===== config.mk =====
export PLATFORM = sky130hd
export DESIGN_NAME = alu_op_sequencer
export DESIGN_NICKNAME = d
export VERILOG_FILES = /design/src/rtl/alu_op_sequencer_pkg.sv /design/src/rtl/alu_op_sequencer_muldiv_iter.sv /design/src/rtl/alu_op_sequencer.sv
export SDC_FILE = /design/constraint.sdc
export NUM_CORES = 1
export LEC_CHECK = 0
export CAP_MARGIN = 20
export CORE_MARGIN = 5
export CORE_UTILIZATION = 52
export CTS_BUF_LIST = sky130_fd_sc_hd__clkbuf_4
export DETAILED_ROUTE_END_ITERATION = 8
export PLACE_DENSITY = 0.83
export SYNTH_ARGS = -nofsm -noshare
export SYNTH_HDL_FRONTEND = slang
export SYNTH_SLANG_ARGS = --single-unit

===== constraint.sdc =====
create_clock -name clk -period 3.1 [get_ports clk]
set_input_delay 0.31 -clock clk [delete_from_list [all_inputs] [get_ports clk]]
set_output_delay 0.31 -clock clk [all_outputs]
set_load 0.03 [all_outputs]

===== src/rtl/alu_op_sequencer_pkg.sv =====
// alu_op_sequencer_pkg: ALU opcodes, sequencer state encoding and magnitude helper
package mini_src_pkg;
  localparam int W = 32;
  localparam logic [4:0] ALU_ADD = 5'b00000;
  localparam logic [4:0] ALU_SUB = 5'b00001;
  localparam logic [4:0] ALU_AND = 5'b00010;
  localparam logic [4:0] ALU_OR  = 5'b00011;
  localparam logic [4:0] ALU_SHL = 5'b00100;
  localparam logic [4:0] ALU_NOT = 5'b00101;
  localparam logic [4:0] ALU_SHR = 5'b00111;
  localparam logic [4:0] ALU_MUL = 5'b01000;
  localparam logic [4:0] ALU_DIV = 5'b01001;
  typedef enum logic [2:0] {IDLE, EXEC, ITER, FIX, DONE} state_t;
  function automatic logic [W-1:0] mag(input logic [W-1:0] v);
    return v[W-1] ? -v : v;
  endfunction
endpackage


===== src/rtl/alu_op_sequencer_muldiv_iter.sv =====
// muldiv_iter: 32-step signed shift-add multiply / restoring divide with sign fix
module muldiv_iter
  import mini_src_pkg::*;
(
  input  logic         clk,
  input  logic         clr_n,
  input  logic         start,
  input  logic         is_div,
  input  logic [W-1:0] a,
  input  logic [W-1:0] b,
  output logic [W-1:0] hi,
  output logic [W-1:0] lo,
  output logic         done
);
  logic [W-1:0] ph, pl, mb, rs;
  logic [W:0] sum;
  logic [2*W-1:0] prod;
  logic [5:0] cnt;
  logic run, div, sa, sb, ge;
  // remainder stays below the divisor (<= 2^31), so the shifted partial remainder fits in W bits
  always_comb begin
    sum = {1'b0, ph} + {1'b0, mb};
    rs = {ph[W-2:0], pl[W-1]};
    ge = rs >= mb;
    prod = (sa ^ sb) ? -{ph, pl} : {ph, pl};
    hi = div ? (sa ? -ph : ph) : prod[2*W-1:W];
    lo = div ? ((sa ^ sb) ? -pl : pl) : prod[W-1:0];
  end
  assign done = run && cnt == 6'd31;
  always_ff @(posedge clk) begin
    if (!clr_n) begin
      {ph, pl, mb, cnt, run, div, sa, sb} <= '0;
    end else if (start) begin
      ph <= '0;
      pl <= is_div ? mag(a) : mag(b);
      mb <= is_div ? mag(b) : mag(a);
      cnt <= '0;
      run <= 1'b1;
      div <= is_div;
      sa <= a[W-1];
      sb <= b[W-1];
    end else if (run) begin
      cnt <= cnt + 6'd1;
      run <= cnt != 6'd31;
      ph <= div ? (ge ? rs - mb : rs) : (pl[0] ? sum[W:1] : {1'b0, ph[W-1:1]});
      pl <= div ? {pl[W-2:0], ge} : {pl[0] ? sum[0] : ph[0], pl[W-1:1]};
    end
  end
endmodule


===== src/rtl/alu_op_sequencer.sv =====
// alu_op_sequencer: request FSM driving the ALU and collecting a 64-bit Z result
module alu_op_sequencer
  import mini_src_pkg::*;
#(
  parameter int         WIDTH  = W,
  parameter logic [4:0] OP_MUL = ALU_MUL,
  parameter logic [4:0] OP_DIV = ALU_DIV
) (
  input  logic             clk,
  input  logic             clr_n,
  input  logic             req_valid,
  output logic             req_ready,
  input  logic [4:0]       req_op,
  input  logic [WIDTH-1:0] req_a,
  input  logic [WIDTH-1:0] req_b,
  output logic [WIDTH-1:0] alu_a,
  output logic [WIDTH-1:0] alu_b,
  output logic [4:0]       alu_select,
  input  logic [WIDTH-1:0] alu_c,
  output logic [WIDTH-1:0] z_hi,
  output logic [WIDTH-1:0] z_lo,
  output logic             z_valid,
  output logic             busy,
  output logic             div_by_zero
);
  state_t state, nxt;
  logic [WIDTH-1:0] ra, rb, md_hi, md_lo;
  logic [4:0] rop;
  logic acc, is_mul, is_div, b_zero, dz, md_done;
  assign is_mul = req_op == OP_MUL;
  assign is_div = req_op == OP_DIV;
  assign b_zero = req_b == '0;
  assign acc = req_valid && req_ready;
  muldiv_iter u_md (
    .clk    (clk),
    .clr_n  (clr_n),
    .start  (acc && (is_mul || (is_div && !b_zero))),
    .is_div (is_div),
    .a      (req_a),
    .b      (req_b),
    .hi     (md_hi),
    .lo     (md_lo),
    .done   (md_done)
  );
  always_ff @(posedge clk) begin
    if (!clr_n) state <= IDLE;
    else state <= nxt;
  end
  always_comb begin
    nxt = state == IDLE ? (!acc ? IDLE : is_mul ? ITER : is_div ? (b_zero ? DONE : ITER) : EXEC)
        : state == EXEC ? DONE
        : state == ITER ? (md_done ? FIX : ITER)
        : state == FIX  ? DONE : IDLE;
  end
  always_comb begin
    req_ready = clr_n && state == IDLE;
    busy = state != IDLE;
    z_valid = state == DONE;
    div_by_zero = z_valid && dz;
    alu_a = state == EXEC ? ra : '0;
    alu_b = state == EXEC ? rb : '0;
    alu_select = state == EXEC ? rop : 5'b00000;
  end
  always_ff @(posedge clk) begin
    if (!clr_n) begin
      {ra, rb, rop, z_hi, z_lo, dz} <= '0;
    end else begin
      if (acc) begin
        ra <= req_a;
        rb <= req_b;
        rop <= req_op;
      end
      if (acc && is_div && b_zero) begin
        z_hi <= req_a;
        z_lo <= '1;
        dz <= 1'b1;
      end
      if (state == EXEC) begin
        z_hi <= '0;
        z_lo <= alu_c;
        dz <= 1'b0;
      end
      if (state == FIX) begin
        z_hi <= md_hi;
        z_lo <= md_lo;
        dz <= 1'b0;
      end
    end
  end
endmodule


==> impl_metrics.ini <==
[yosys]
ys_ff_latch = 243
yosys_warnings = 0
synthArstFlopShare_pct = 0
synth_flop_cell = dfxtp_1
ys_seq_area_share_pct = 27.3
synth_nets = 2599
syn_avg_cell_area_sq_um = 7.36
synthCells = 2424
syn_area_sq_mm = 0.0178
synthDistinctLibCells = 84
synth-edff-count = 0

[worst_setup_path]
crit_path_start_kind = register
crit_arrival_ns = 3.74
timing.rr.end = u_md.ph[30]$_SDFFE_PP0P_
r2r_cells = 13
reg2reg_setup_slack_ns = 0.01
critPathKind = register to register
worstPathMaxFanout = 4
required_ns = 3.76
r2r-start = u_md.pl[31]$_SDFFE_PN0P_
cp-end-kind = register

[sta]
fmaxAchievable_ghz = 0.324
drv_slew = 0
relSlewSlack_pct = 29.1
timing_hold_violations_final = 0
fin_crit_sh_pct = 99.5
final.min_clock_period_ns = 3.09
rsz0062_at_grt = yes
tightest_slew_ns = 1.06
report.final.setup_viol = 0
skew_ns = 0.0624

[pwr]
combPwrFrac_pct = 25.1
p_leak_uw = 0.0105
intPower_uw = 5560
netSwitchingPower_uw = 2790
p_per_area_mw_per_mm2 = 343
switching_share_pct = 33.4
seqPwrFrac_pct = 39.8
clkPwrFrac_pct = 35.1
total_power_uw = 8350
peakVddDrop_uv = 336

[global_routing]
overflow = 0
grt_pass1_wl_microns = 116000
antenna_found_initial = 2
grt_usage_pct = 37.9
grt_max_degree = 169
grt_pass1_vias = 20400

[drt]
routed_wl_microns = 77300
postRouteAntennaNets = 0
drc = 1
post_drt_wl_per_cell_microns = 22.5
dr_total_vias = 21300
via_per_inst = 6.21
drt_iter0_drc = 2112
firstDrtPassIters = 8

[clock_network]
htreeDepth = 3
numCtsBuffers = 68
root_buffer = clkbuf_4
clk_latency_ns = 0.79
path_clk_slew_ns = 0.07
cts_sinks = 243
clk_path_buf_depth = 3
tritoncts = done

[run_status]
status = finished with violations
violations = DRC

[floorplan]
ios = 241
die_y_microns = 195
start_util_pct = 53.0
rows = 67
die_area_sq_mm = 0.0381
die_w_microns = 195
core_region_area_sq_mm = 0.0337

[final_layout]
seq_area_sq_mm = 0.00489
fin_cells = 3429
drive_gt1_share_pct = 20.5
syn2layout_area_growth_pct = 36.6
fin_nets = 3108
fillers = 2671
multi_input_area_sq_mm = 0.0126

[placement]
place_hpwl_microns = 59100
gp_congestion = 1.08
place_inst = 3300
port_buffers = 240

[job]
cap_violations = 0

[hold_path]
holdPathEnd = rop[3]$_SDFFE_PN0P_
hp-class = input pin to register
min_from = req_op[3]
holdPathStages = 3
-- worst max-delay path: stages, from the launching register on --
cell       delay [ns]
dfxtp_2          0.37
inv_2            0.06
ha_4             0.16
fa_2             0.38
nand2b_4         0.18
a2111oi_4        0.46
a2111oi_4        0.09
o31ai_1          0.25
buf_4            0.17
a31oi_4          0.10
o31ai_1          0.29
xor2_1           0.20
nand2_1          0.11
a31oi_1          0.16
-- kinds of logic after synthesis --
family          share of synthesized area, %
buf+inv                                 5.17
compound gates                          27.0
xor+xnor                                8.49
simple gates                            22.1
flops                                   27.3
mux                                     4.96
fa+ha+maj                               5.06
-- final cells by class --
cell class	count	share of cell area, %
antenna	3	0.0308
clock buffer	94	2.89
clock inverter	21	0.405
inverter	61	0.939
multi-input combinational	1943	51.5
sequential	243	20.0
tap	448	2.30
timing repair buffer	616	21.9
-- cells in the final DEF, fill, tap and decap left out, types with 83 or more instances in the layout --
cell	instances
xor2_1	86
mux2i_1	83
buf_4	372
nand2_1	337
a21oi_1	193
nor2_1	163
clkbuf_4	94
o21ai_0	247
xnor2_1	83
dfxtp_1	228
and2_1	89
clkdlybuf4s50_1	218
-- synthesized netlist by cell type, types with 18 or more instances --
master | count | area share, %
a211oi_1 | 32 | 1.3
inv_1 | 59 | 1.2
or4_1 | 18 | 0.76
o221ai_1 | 18 | 0.88
o21ai_0 | 253 | 7.1
o31ai_1 | 44 | 1.9
nor2_1 | 167 | 3.5
and2_1 | 90 | 3.2
xnor2_1 | 85 | 4.2
a21o_1 | 27 | 1.1
ha_1 | 69 | 4.8
o22ai_1 | 38 | 1.3
a31oi_1 | 23 | 0.81
nor3_1 | 33 | 0.93
xor2_1 | 88 | 4.3
mux2i_1 | 84 | 4.7
nand2_1 | 337 | 7.1
dfxtp_1 | 243 | 27
a21oi_1 | 201 | 5.6
o211ai_1 | 24 | 1.0
nand3_1 | 45 | 1.3
buf_1 | 22 | 0.46
nand4_1 | 22 | 0.77
or3_1 | 24 | 0.84
clkbuf_1 | 142 | 3.0
-- stage by stage --
step,util [%],hold WS [ns],setup TNS (ns),setup WS (ns),area [sq um]
floorplan,-,0.419,0,0.0877,17900
global placement,68.1,0.440,-48.22,-0.509,23000
detailed placement,68.1,0.445,-53.54,-0.524,23000
CTS,71.0,0.129,0,0.000711,23900
global route,72.3,0.159,-0.533,-0.109,24400
finish,72.4,0.160,0,0.0142,24400
-- state kept, by name, summed over array words and instances, names as in the netlist, 3 cells and up --
register,cells
ra,32
rb,32
rop,5
state,3
u_md.cnt,6
u_md.mb,32
u_md.ph,32
u_md.pl,32
z_hi,32
z_lo,32
-- power groups by stage --
| stage | Clock, uW | Sequential (uW) | Combinational, uW |
|---|---|---|---|
| 6_report | 2930 | 3330 | 2090 |
| 5_1_grt | 3100 | 3330 | 2210 |
| 4_1_cts | 2940 | 3320 | 1970 |
| 3_5_place_dp | 0 | 3390 | 1940 |
| 3_3_place_gp | 0 | 3380 | 1910 |
| 2_1_floorplan | 0 | 3420 | 928 |
-- per-layer routing --
metal  wire length, microns  track usage [%]  vias to the layer above  share of wire [%]
met1                  28200             44.6                     9901                 36
met5                      0                0                        -                  0
li1                       -                -                     9753                  -
met2                  35600             61.6                     1271                 46
met4                   5850             24.3                        0                7.6
met3                   7740             9.79                      372                 10
-- how the worst max path moves through the flow --
stage / from / to / slack, ns / cells past startpoint
after floorplan: req_b[23] / z_hi[28]$_SDFFE_PN0P_ / 0.09 / 9
after global placement: req_b[23] / z_hi[5]$_SDFFE_PN0P_ / -0.51 / 10
after detailed placement: req_b[23] / z_hi[5]$_SDFFE_PN0P_ / -0.52 / 10
after CTS: u_md.mb[0]$_SDFFE_PN0P_ / u_md.ph[25]$_SDFFE_PP0P_ / 0.0007 / 13
after global routing: u_md.pl[31]$_SDFFE_PN0P_ / u_md.ph[28]$_SDFFE_PP0P_ / -0.11 / 13
final: u_md.pl[31]$_SDFFE_PN0P_ / u_md.ph[30]$_SDFFE_PP0P_ / 0.01 / 13
-- what timing repair did --
item / CTS / global route
gates resized for setup: 35 / 93
pin swaps: 8 / 31
setup endpoints to repair: 28 / 73
hold buffers: 0 / 0
gates cloned: 0 / 0
setup buffers: 3 / 7
(Power assumes the default switching activity.)
